### config.mk
export PLATFORM = sky130hd
export DESIGN_NAME = rob_commit
export DESIGN_NICKNAME = d
export VERILOG_FILES = /design/src/rtl/rv32i_types.sv /design/src/rtl/rob_commit.sv
export SDC_FILE = /design/constraint.sdc
export NUM_CORES = 2
export LEC_CHECK = 0
export ABC_CLOCK_PERIOD_IN_PS = 3300
export CAP_MARGIN = 5
export CORE_UTILIZATION = 25
export CTS_CLUSTER_DIAMETER = 30
export DETAILED_ROUTE_END_ITERATION = 8
export GPL_TIMING_DRIVEN = 1
export PLACE_DENSITY = 0.45
export SETUP_SLACK_MARGIN = 0.02
export SYNTH_ARGS = -nofsm -noshare
export SYNTH_HDL_FRONTEND = slang
export SYNTH_SLANG_ARGS = --single-unit
### constraint.sdc
create_clock -name clk -period 3.3 [get_ports clk]
set_input_delay 0.33 -clock clk [delete_from_list [all_inputs] [get_ports clk]]
set_output_delay 0.33 -clock clk [all_outputs]
set_load 0.05 [all_outputs]
### src/rtl/rv32i_types.sv
// RV32I opcode constants and the reorder-buffer entry layout shared by the ROB.
package rv32i_types;

  localparam logic [6:0] store_opcode = 7'b0100011;
  localparam logic [6:0] br_opcode    = 7'b1100011;
  localparam logic [6:0] op_opcode    = 7'b0110011;

  typedef struct packed {
    logic        valid;
    logic        done;
    logic        mispredict;
    logic [6:0]  opcode;
    logic [4:0]  rd_s;
    logic [31:0] rd_v;
    logic [31:0] pc;
    logic [31:0] target;
  } rob_entry_t;

endpackage

### src/rtl/rob_commit.sv
// In-order reorder buffer: allocate at tail, complete from the CDB, retire one head entry per cycle.
// Optional RVFI trace outputs are built when ROB_RVFI_EN is defined.
module rob_commit
  import rv32i_types::*;
#(
  parameter int ROB_DEPTH = 4
) (
  input  logic                 clk,
  input  logic                 rst,
  input  logic                 alloc_valid,
  input  logic [6:0]           alloc_opcode,
  input  logic [4:0]           alloc_rd_s,
  input  logic [31:0]          alloc_pc,
`ifdef ROB_RVFI_EN
  input  logic [31:0]          alloc_inst,
  input  logic [4:0]           alloc_rs1_s,
  input  logic [4:0]           alloc_rs2_s,
`endif
  output logic                 alloc_ready,
  output logic [ROB_DEPTH-1:0] alloc_rob,
  input  logic                 cdb_valid,
  input  logic [ROB_DEPTH-1:0] cdb_rob,
  input  logic [31:0]          cdb_rd_v,
  input  logic                 cdb_mispredict,
  input  logic [31:0]          cdb_target,
  input  logic [ROB_DEPTH-1:0] rd_rs1_rob,
  input  logic [ROB_DEPTH-1:0] rd_rs2_rob,
  output logic                 rd_rs1_ready,
  output logic                 rd_rs2_ready,
  output logic [31:0]          rd_rs1_v,
  output logic [31:0]          rd_rs2_v,
  output logic                 commit_regfile_we,
  output logic [4:0]           commit_rd_s,
  output logic [31:0]          commit_rd_v,
  output logic [ROB_DEPTH-1:0] commit_rob,
  output logic                 commit_store,
`ifdef ROB_RVFI_EN
  output logic                 rvfi_valid,
  output logic [63:0]          rvfi_order,
  output logic [31:0]          rvfi_inst,
  output logic [4:0]           rvfi_rs1_s,
  output logic [4:0]           rvfi_rs2_s,
`endif
  output logic                 move_flush,
  output logic [31:0]          flush_pc
);

  localparam int ENTRIES = 2 ** ROB_DEPTH;
  localparam logic [ROB_DEPTH:0] PTR_ONE = {{ROB_DEPTH{1'b0}}, 1'b1};

  rob_entry_t          r_rob [ENTRIES];
  logic [ROB_DEPTH:0]  r_head;
  logic [ROB_DEPTH:0]  r_tail;

  logic [ROB_DEPTH-1:0] w_head_idx;
  logic [ROB_DEPTH-1:0] w_tail_idx;
  rob_entry_t           w_head_e;
  logic                 w_full;
  logic                 w_fire;
  logic                 w_flush;
  logic                 w_alloc;
  logic                 w_unused_pc;

  assign w_head_idx = r_head[ROB_DEPTH-1:0];
  assign w_tail_idx = r_tail[ROB_DEPTH-1:0];
  assign w_head_e   = r_rob[w_head_idx];
  assign w_full     = (w_head_idx == w_tail_idx) && (r_head[ROB_DEPTH] != r_tail[ROB_DEPTH]);
  assign w_fire     = w_head_e.valid && w_head_e.done;
  assign w_flush    = w_fire && w_head_e.mispredict;
  // Full is judged on pre-commit state, so a retiring slot is not reusable until next cycle.
  assign w_alloc    = alloc_valid && !w_full;
  // The PC is kept per entry for debug/trace but nothing downstream consumes it yet.
  assign w_unused_pc = ^w_head_e.pc;

  assign alloc_ready = !w_full;
  assign alloc_rob   = w_tail_idx;

  // Retire and flush interface, decoded straight from the head entry.
  always_comb begin
    commit_regfile_we = 1'b0;
    commit_store      = 1'b0;
    commit_rd_s       = 5'd0;
    commit_rd_v       = 32'd0;
    commit_rob        = {ROB_DEPTH{1'b0}};
    move_flush        = 1'b0;
    flush_pc          = 32'd0;
    if (w_fire) begin
      commit_regfile_we = (w_head_e.opcode != store_opcode) && (w_head_e.opcode != br_opcode);
      commit_store      = (w_head_e.opcode == store_opcode);
      commit_rd_s       = w_head_e.rd_s;
      commit_rd_v       = w_head_e.rd_v;
      commit_rob        = w_head_idx;
      move_flush        = w_head_e.mispredict;
      flush_pc          = w_head_e.mispredict ? w_head_e.target : 32'd0;
    end else begin
      commit_regfile_we = 1'b0;
    end
  end

  // Operand lookup for issue; CDB bypass is handled by the issue stage itself.
  always_comb begin
    rd_rs1_ready = r_rob[rd_rs1_rob].valid && r_rob[rd_rs1_rob].done;
    rd_rs2_ready = r_rob[rd_rs2_rob].valid && r_rob[rd_rs2_rob].done;
    rd_rs1_v     = r_rob[rd_rs1_rob].rd_v;
    rd_rs2_v     = r_rob[rd_rs2_rob].rd_v;
  end

  // Entry storage and pointers; flush discards any same-cycle alloc or CDB write.
  always_ff @(posedge clk) begin
    if (rst) begin
      for (int i = 0; i < ENTRIES; i++) r_rob[i] <= '0;
      r_head <= '0;
      r_tail <= '0;
    end else if (w_flush) begin
      for (int i = 0; i < ENTRIES; i++) r_rob[i].valid <= 1'b0;
      r_head <= '0;
      r_tail <= '0;
    end else begin
      if (w_alloc) begin
        r_rob[w_tail_idx] <= rob_entry_t'{valid: 1'b1, done: 1'b0, mispredict: 1'b0,
                                          opcode: alloc_opcode, rd_s: alloc_rd_s,
                                          rd_v: 32'd0, pc: alloc_pc, target: 32'd0};
        r_tail <= r_tail + PTR_ONE;
      end
      if (cdb_valid && r_rob[cdb_rob].valid) begin
        r_rob[cdb_rob].done       <= 1'b1;
        r_rob[cdb_rob].rd_v       <= cdb_rd_v;
        r_rob[cdb_rob].mispredict <= cdb_mispredict;
        r_rob[cdb_rob].target     <= cdb_target;
      end
      // Placed last so a same-cycle CDB write to the head is overridden by the clear.
      if (w_fire) begin
        r_rob[w_head_idx] <= '0;
        r_head <= r_head + PTR_ONE;
      end
    end
  end

`ifdef ROB_RVFI_EN
  logic [31:0] r_inst [ENTRIES];
  logic [4:0]  r_rs1_s [ENTRIES];
  logic [4:0]  r_rs2_s [ENTRIES];
  logic [63:0] r_order;

  assign rvfi_valid = w_fire;
  assign rvfi_order = w_fire ? r_order : 64'd0;
  assign rvfi_inst  = w_fire ? r_inst[w_head_idx] : 32'd0;
  assign rvfi_rs1_s = w_fire ? r_rs1_s[w_head_idx] : 5'd0;
  assign rvfi_rs2_s = w_fire ? r_rs2_s[w_head_idx] : 5'd0;

  // Trace side storage and the free-running retire counter.
  always_ff @(posedge clk) begin
    if (rst) begin
      for (int i = 0; i < ENTRIES; i++) begin
        r_inst[i]  <= 32'd0;
        r_rs1_s[i] <= 5'd0;
        r_rs2_s[i] <= 5'd0;
      end
      r_order <= 64'd0;
    end else begin
      if (w_alloc && !w_flush) begin
        r_inst[w_tail_idx]  <= alloc_inst;
        r_rs1_s[w_tail_idx] <= alloc_rs1_s;
        r_rs2_s[w_tail_idx] <= alloc_rs2_s;
      end
      if (w_fire) r_order <= r_order + 64'd1;
    end
  end
`endif

endmodule

==> impl_metrics.tcl <==
set metrics [dict create \
    synthCells 4698 \
    cts_inserted_buffers 345 \
    hold-path-endpoint "r_rob[12][109]$_SDFFE_PP0P_" \
    clock_latency_reported_for_the_late_side_of_the_worst_skew_pair_ns 0.94 \
    min_period_ns 3.70 \
    placementRows 177 \
    grt_antenna_before_repair 25 \
    slew_violations 0 \
    synth_mux_area_share_pct 26.4 \
    setup.worst_path.start_class "flip-flop" \
    cts_hold_buffers 0 \
    ys.warnings.count 0 \
    outcome "finished with violations" \
    synth-edff-count 0 \
    clock.fmax_mhz 270 \
    die_y_microns 487 \
    die_w_microns 487 \
    largest_family_of_logic_cells_by_synthesized_area "multiplexers" \
    worst_slack_ns -0.404 \
    violations "negative setup slack" \
    critPathCaptureType "output port" \
    proportion_of_layout_cells_with_a_drive_suffix_above_1_pct 38.7 \
    synthXorXnorAreaFrac_pct 0.164 \
    syn_area_sq_um 58800 \
    fillers 22211 \
    placeableCoreArea_sq_um 233000 \
    via_count 47624 \
    synth_adder_area_share_pct 0.192 \
    cellPowerDensity_nw_per_um2 624 \
    hold-path-cell-count 3 \
    min-delay-path-class "in -> reg" \
    gpl.final_weighted_congestion 0.845 \
    netlist-cell-type-count 57 \
    synth-simple-area-share_pct 6.71 \
    synth-seq-cells 1278 \
    max_cap_viols 0 \
    grt_pass1_wl_microns 366000 \
    detail-route-antenna-nets 0 \
    holdCritStartpoint "rst" \
    multi_input_comb_area_sq_um 30900 \
    max_slew_margin_pct 12.8 \
    tritoncts "done" \
    first_global_vias 47448 \
    die_outline_area_sq_um 237000 \
    number_of_nets_produced_by_synthesis 4832 \
    report.final.hold_viol_count 0 \
    routed_wirelength_microns 259000 \
    ys_dominant_reg_cell "sky130_fd_sc_hd__dfxtp_1" \
    ir_drop_mv 0.595 \
    cts_buffer_depth 4 \
    report.final.setup_viol 274 \
    drtIter0Drc 5021 \
    rrSetupSlack_ns -0.17 \
    drc 0 \
    final.setup_skew_ns 0.0800 \
    nNetsFinal 5308 \
    global_route.usage.total_pct 21.3 \
    clkSlewWorstSetupHoldPaths_ns 0.04 \
    wl_per_cell_microns 30.2 \
    starting_density_of_the_core_pct 25.2 \
    regToRegEndpoint "r_rob[6][22]$_SDFFE_PP0P_" \
    syn_avg_cell_area_sq_um 12.5 \
    synth_compound_gate_area_share_pct 17.9 \
    leak_pwr_nw 30.7 \
    seqCellArea_sq_um 25600 \
    final.period_utilization_pct 112 \
    overflow_left_after_global_routing 0 \
    area_growth_syn_to_layout_pct 42.2 \
    timing.critical_path.required_ns 2.97 \
    finalSetupTns_ns -33.08 \
    clock_sinks 1278 \
    clk_root_buffer_cell "sky130_fd_sc_hd__clkbuf_16" \
    finalPower_w 0.0522 \
    io_pins 272 \
    max_slew.worst_pin.slew_ns 1.31 \
    seq_area_frac_synth_pct 43.5 \
    grt_max_degree 207 \
    criticalPathCategory "reg -> out" \
    rsz0062_at_grt "yes" \
    r2r.worst_path.cells 16 \
    hpwl_after_detailed_placement_microns 149000 \
    viasPerCell 5.55 \
    first_pass_iters 5 \
    timing.critical_path.arrival_ns 3.37 \
    critical_path.max_fanout 6 \
    async_set_or_reset_flop_fraction_in_the_synthesized_netlist_pct 0 \
    io_buffer_count 239 \
    cts.htree.levels 5 \
]
cell usage in the layout, fill, tap and decap left out, drive strengths merged, types with 8 or more instances in the layout:
master	n
nand3	173
diode	8
clkbuf	453
inv	30
dfxtp	1278
clkdlybuf4s50	88
nor4	11
nor2	71
nor3	21
nor4b	21
nand2b	13
clkinvlp	36
nor2b	9
nand4	22
ha	9
bufinv	49
a22o	1040
nand3b	65
clkinv	78
nand2	236
a21oi	224
and2	73
mux4	686
buf	669
registers in the layout (all words and copies together), names as in the netlist, named ones only:
signal and flops:
r_head 5, r_rob 1264, r_tail 5
worst max-delay path by stage:
stage | slack [ns] | to | cells after the start
2_1_floorplan | 0.02 | flush_pc[10] | 7
3_3_place_gp | -0.30 | r_rob[0][75]$_SDFFE_PP0P_ | 11
3_5_place_dp | -0.28 | r_rob[0][76]$_SDFFE_PP0P_ | 11
4_1_cts | -0.44 | flush_pc[26] | 10
5_1_grt | -0.46 | flush_pc[5] | 7
6_report | -0.40 | flush_pc[5] | 7
kinds of logic (layout without fill, tap and decap cells):
logic type	Yosys count	in the layout
AND/OR/NAND/NOR	737	738
multiplexers	690	690
other	0	8
AO/OA/AOI/OAI	1305	1305
buffers and inverters	668	1409
XOR/XNOR	11	11
adder cells (fa/ha/maj)	9	9
flip-flops	1278	1278
cell usage after synthesis (2+ instances only):
master,count,area (sq um)
sky130_fd_sc_hd__buf_6,23,259
sky130_fd_sc_hd__o311ai_0,4,35.0
sky130_fd_sc_hd__nor3_1,12,60.1
sky130_fd_sc_hd__nand2_1,236,886
sky130_fd_sc_hd__nand4_1,22,138
sky130_fd_sc_hd__buf_1,149,559
sky130_fd_sc_hd__nor2b_1,9,56.3
sky130_fd_sc_hd__and4_1,6,52.6
sky130_fd_sc_hd__buf_2,56,280
sky130_fd_sc_hd__or3_1,2,12.5
sky130_fd_sc_hd__nor4b_2,11,165
sky130_fd_sc_hd__ha_1,9,113
sky130_fd_sc_hd__o2111ai_1,3,26.3
sky130_fd_sc_hd__inv_1,19,71.3
sky130_fd_sc_hd__inv_2,3,11.3
sky130_fd_sc_hd__xnor2_1,7,61.3
sky130_fd_sc_hd__a31oi_1,5,31.3
sky130_fd_sc_hd__nand3b_1,65,488
sky130_fd_sc_hd__o31ai_1,2,15.0
sky130_fd_sc_hd__o22ai_1,4,25.0
sky130_fd_sc_hd__nor4_1,5,31.3
sky130_fd_sc_hd__mux2i_1,4,40.0
sky130_fd_sc_hd__nand3_1,173,866
sky130_fd_sc_hd__nand2b_1,13,81.3
sky130_fd_sc_hd__nor2_1,71,267
sky130_fd_sc_hd__and2_1,72,450
sky130_fd_sc_hd__nor3_2,9,90.1
sky130_fd_sc_hd__a22o_1,1040,9110
sky130_fd_sc_hd__clkbuf_1,351,1320
sky130_fd_sc_hd__a21oi_1,224,1120
sky130_fd_sc_hd__o211ai_1,2,15.0
sky130_fd_sc_hd__a2111oi_2,3,45.0
sky130_fd_sc_hd__nor4b_1,10,87.6
sky130_fd_sc_hd__nand4b_1,4,35.0
sky130_fd_sc_hd__xor2_1,4,35.0
sky130_fd_sc_hd__nor3b_1,2,15.0
sky130_fd_sc_hd__nor4bb_1,2,20.0
sky130_fd_sc_hd__o31a_1,5,43.8
sky130_fd_sc_hd__a22oi_1,2,15.0
sky130_fd_sc_hd__nor4_2,5,62.6
sky130_fd_sc_hd__buf_4,67,503
sky130_fd_sc_hd__o21ai_0,6,30.0
sky130_fd_sc_hd__mux4_2,686,15400
sky130_fd_sc_hd__dfxtp_1,1278,25600
power by group:
| group | internal [W] | leakage [nW] | switching [W] |
|---|---|---|---|
| registers | 0.0155 | 10.3 | 0.0000342 |
| logic | 0.000745 | 14.5 | 0.00135 |
| clock network | 0.0243 | 5.81 | 0.0102 |
| total | 0.0405 | 30.7 | 0.0116 |
critical path, stage by stage, from the launching register on:
cell	delay, ns
sky130_fd_sc_hd__dfxtp_4	0.40
sky130_fd_sc_hd__buf_12	0.13
sky130_fd_sc_hd__buf_12	0.14
sky130_fd_sc_hd__bufbuf_16	0.29
sky130_fd_sc_hd__mux4_2	0.53
sky130_fd_sc_hd__mux4_2	0.62
sky130_fd_sc_hd__and2_4	0.21
sky130_fd_sc_hd__buf_12	0.14
cell type report:
| class | instances | share of cell area [%] |
|---|---|---|
| multi-input cells | 2753 | 36.9 |
| flip-flops and latches | 1278 | 30.6 |
| repair buffers | 774 | 13.2 |
| clock buffers | 442 | 11.6 |
| well taps | 3132 | 4.69 |
| clock inverters | 171 | 2.80 |
| inverters | 22 | 0.138 |
| diodes | 8 | 0.0240 |
per-layer routing:
metal  share of wire, %  GRT usage [%]
met1                 43           28.9
met2                 45           32.3
met3                8.9           5.58
met4                3.5           7.78
met5              0.061              0
through the flow:
| stage | util (%) | instance area, sq um | worst slack (ns) | hold WS [ns] | cells |
|---|---|---|---|---|---|
| 3_5_place_dp | 28.8 | 67200 | -0.282 | 0.457 | 7746 |
| 3_3_place_gp | 28.8 | 67200 | -0.299 | 0.451 | 7746 |
| 5_1_grt | 35.8 | 83500 | -0.455 | 0.0615 | 8575 |
| 6_report | 35.8 | 83600 | -0.404 | 0.0800 | 8580 |
| 2_1_floorplan | - | 58800 | 0.0202 | 0.443 | 4698 |
| 4_1_cts | 35.6 | 83000 | -0.436 | 0.0140 | 8542 |
what timing repair did:
item	4_1_cts	5_1_grt
resized for setup	290	61
endpoints found under the hold margin	0	0
pin swaps	46	49
buffers inserted	133	32
setup endpoints to repair	603	938
cloned	55	9
Power figures use the tool's default switching activity.
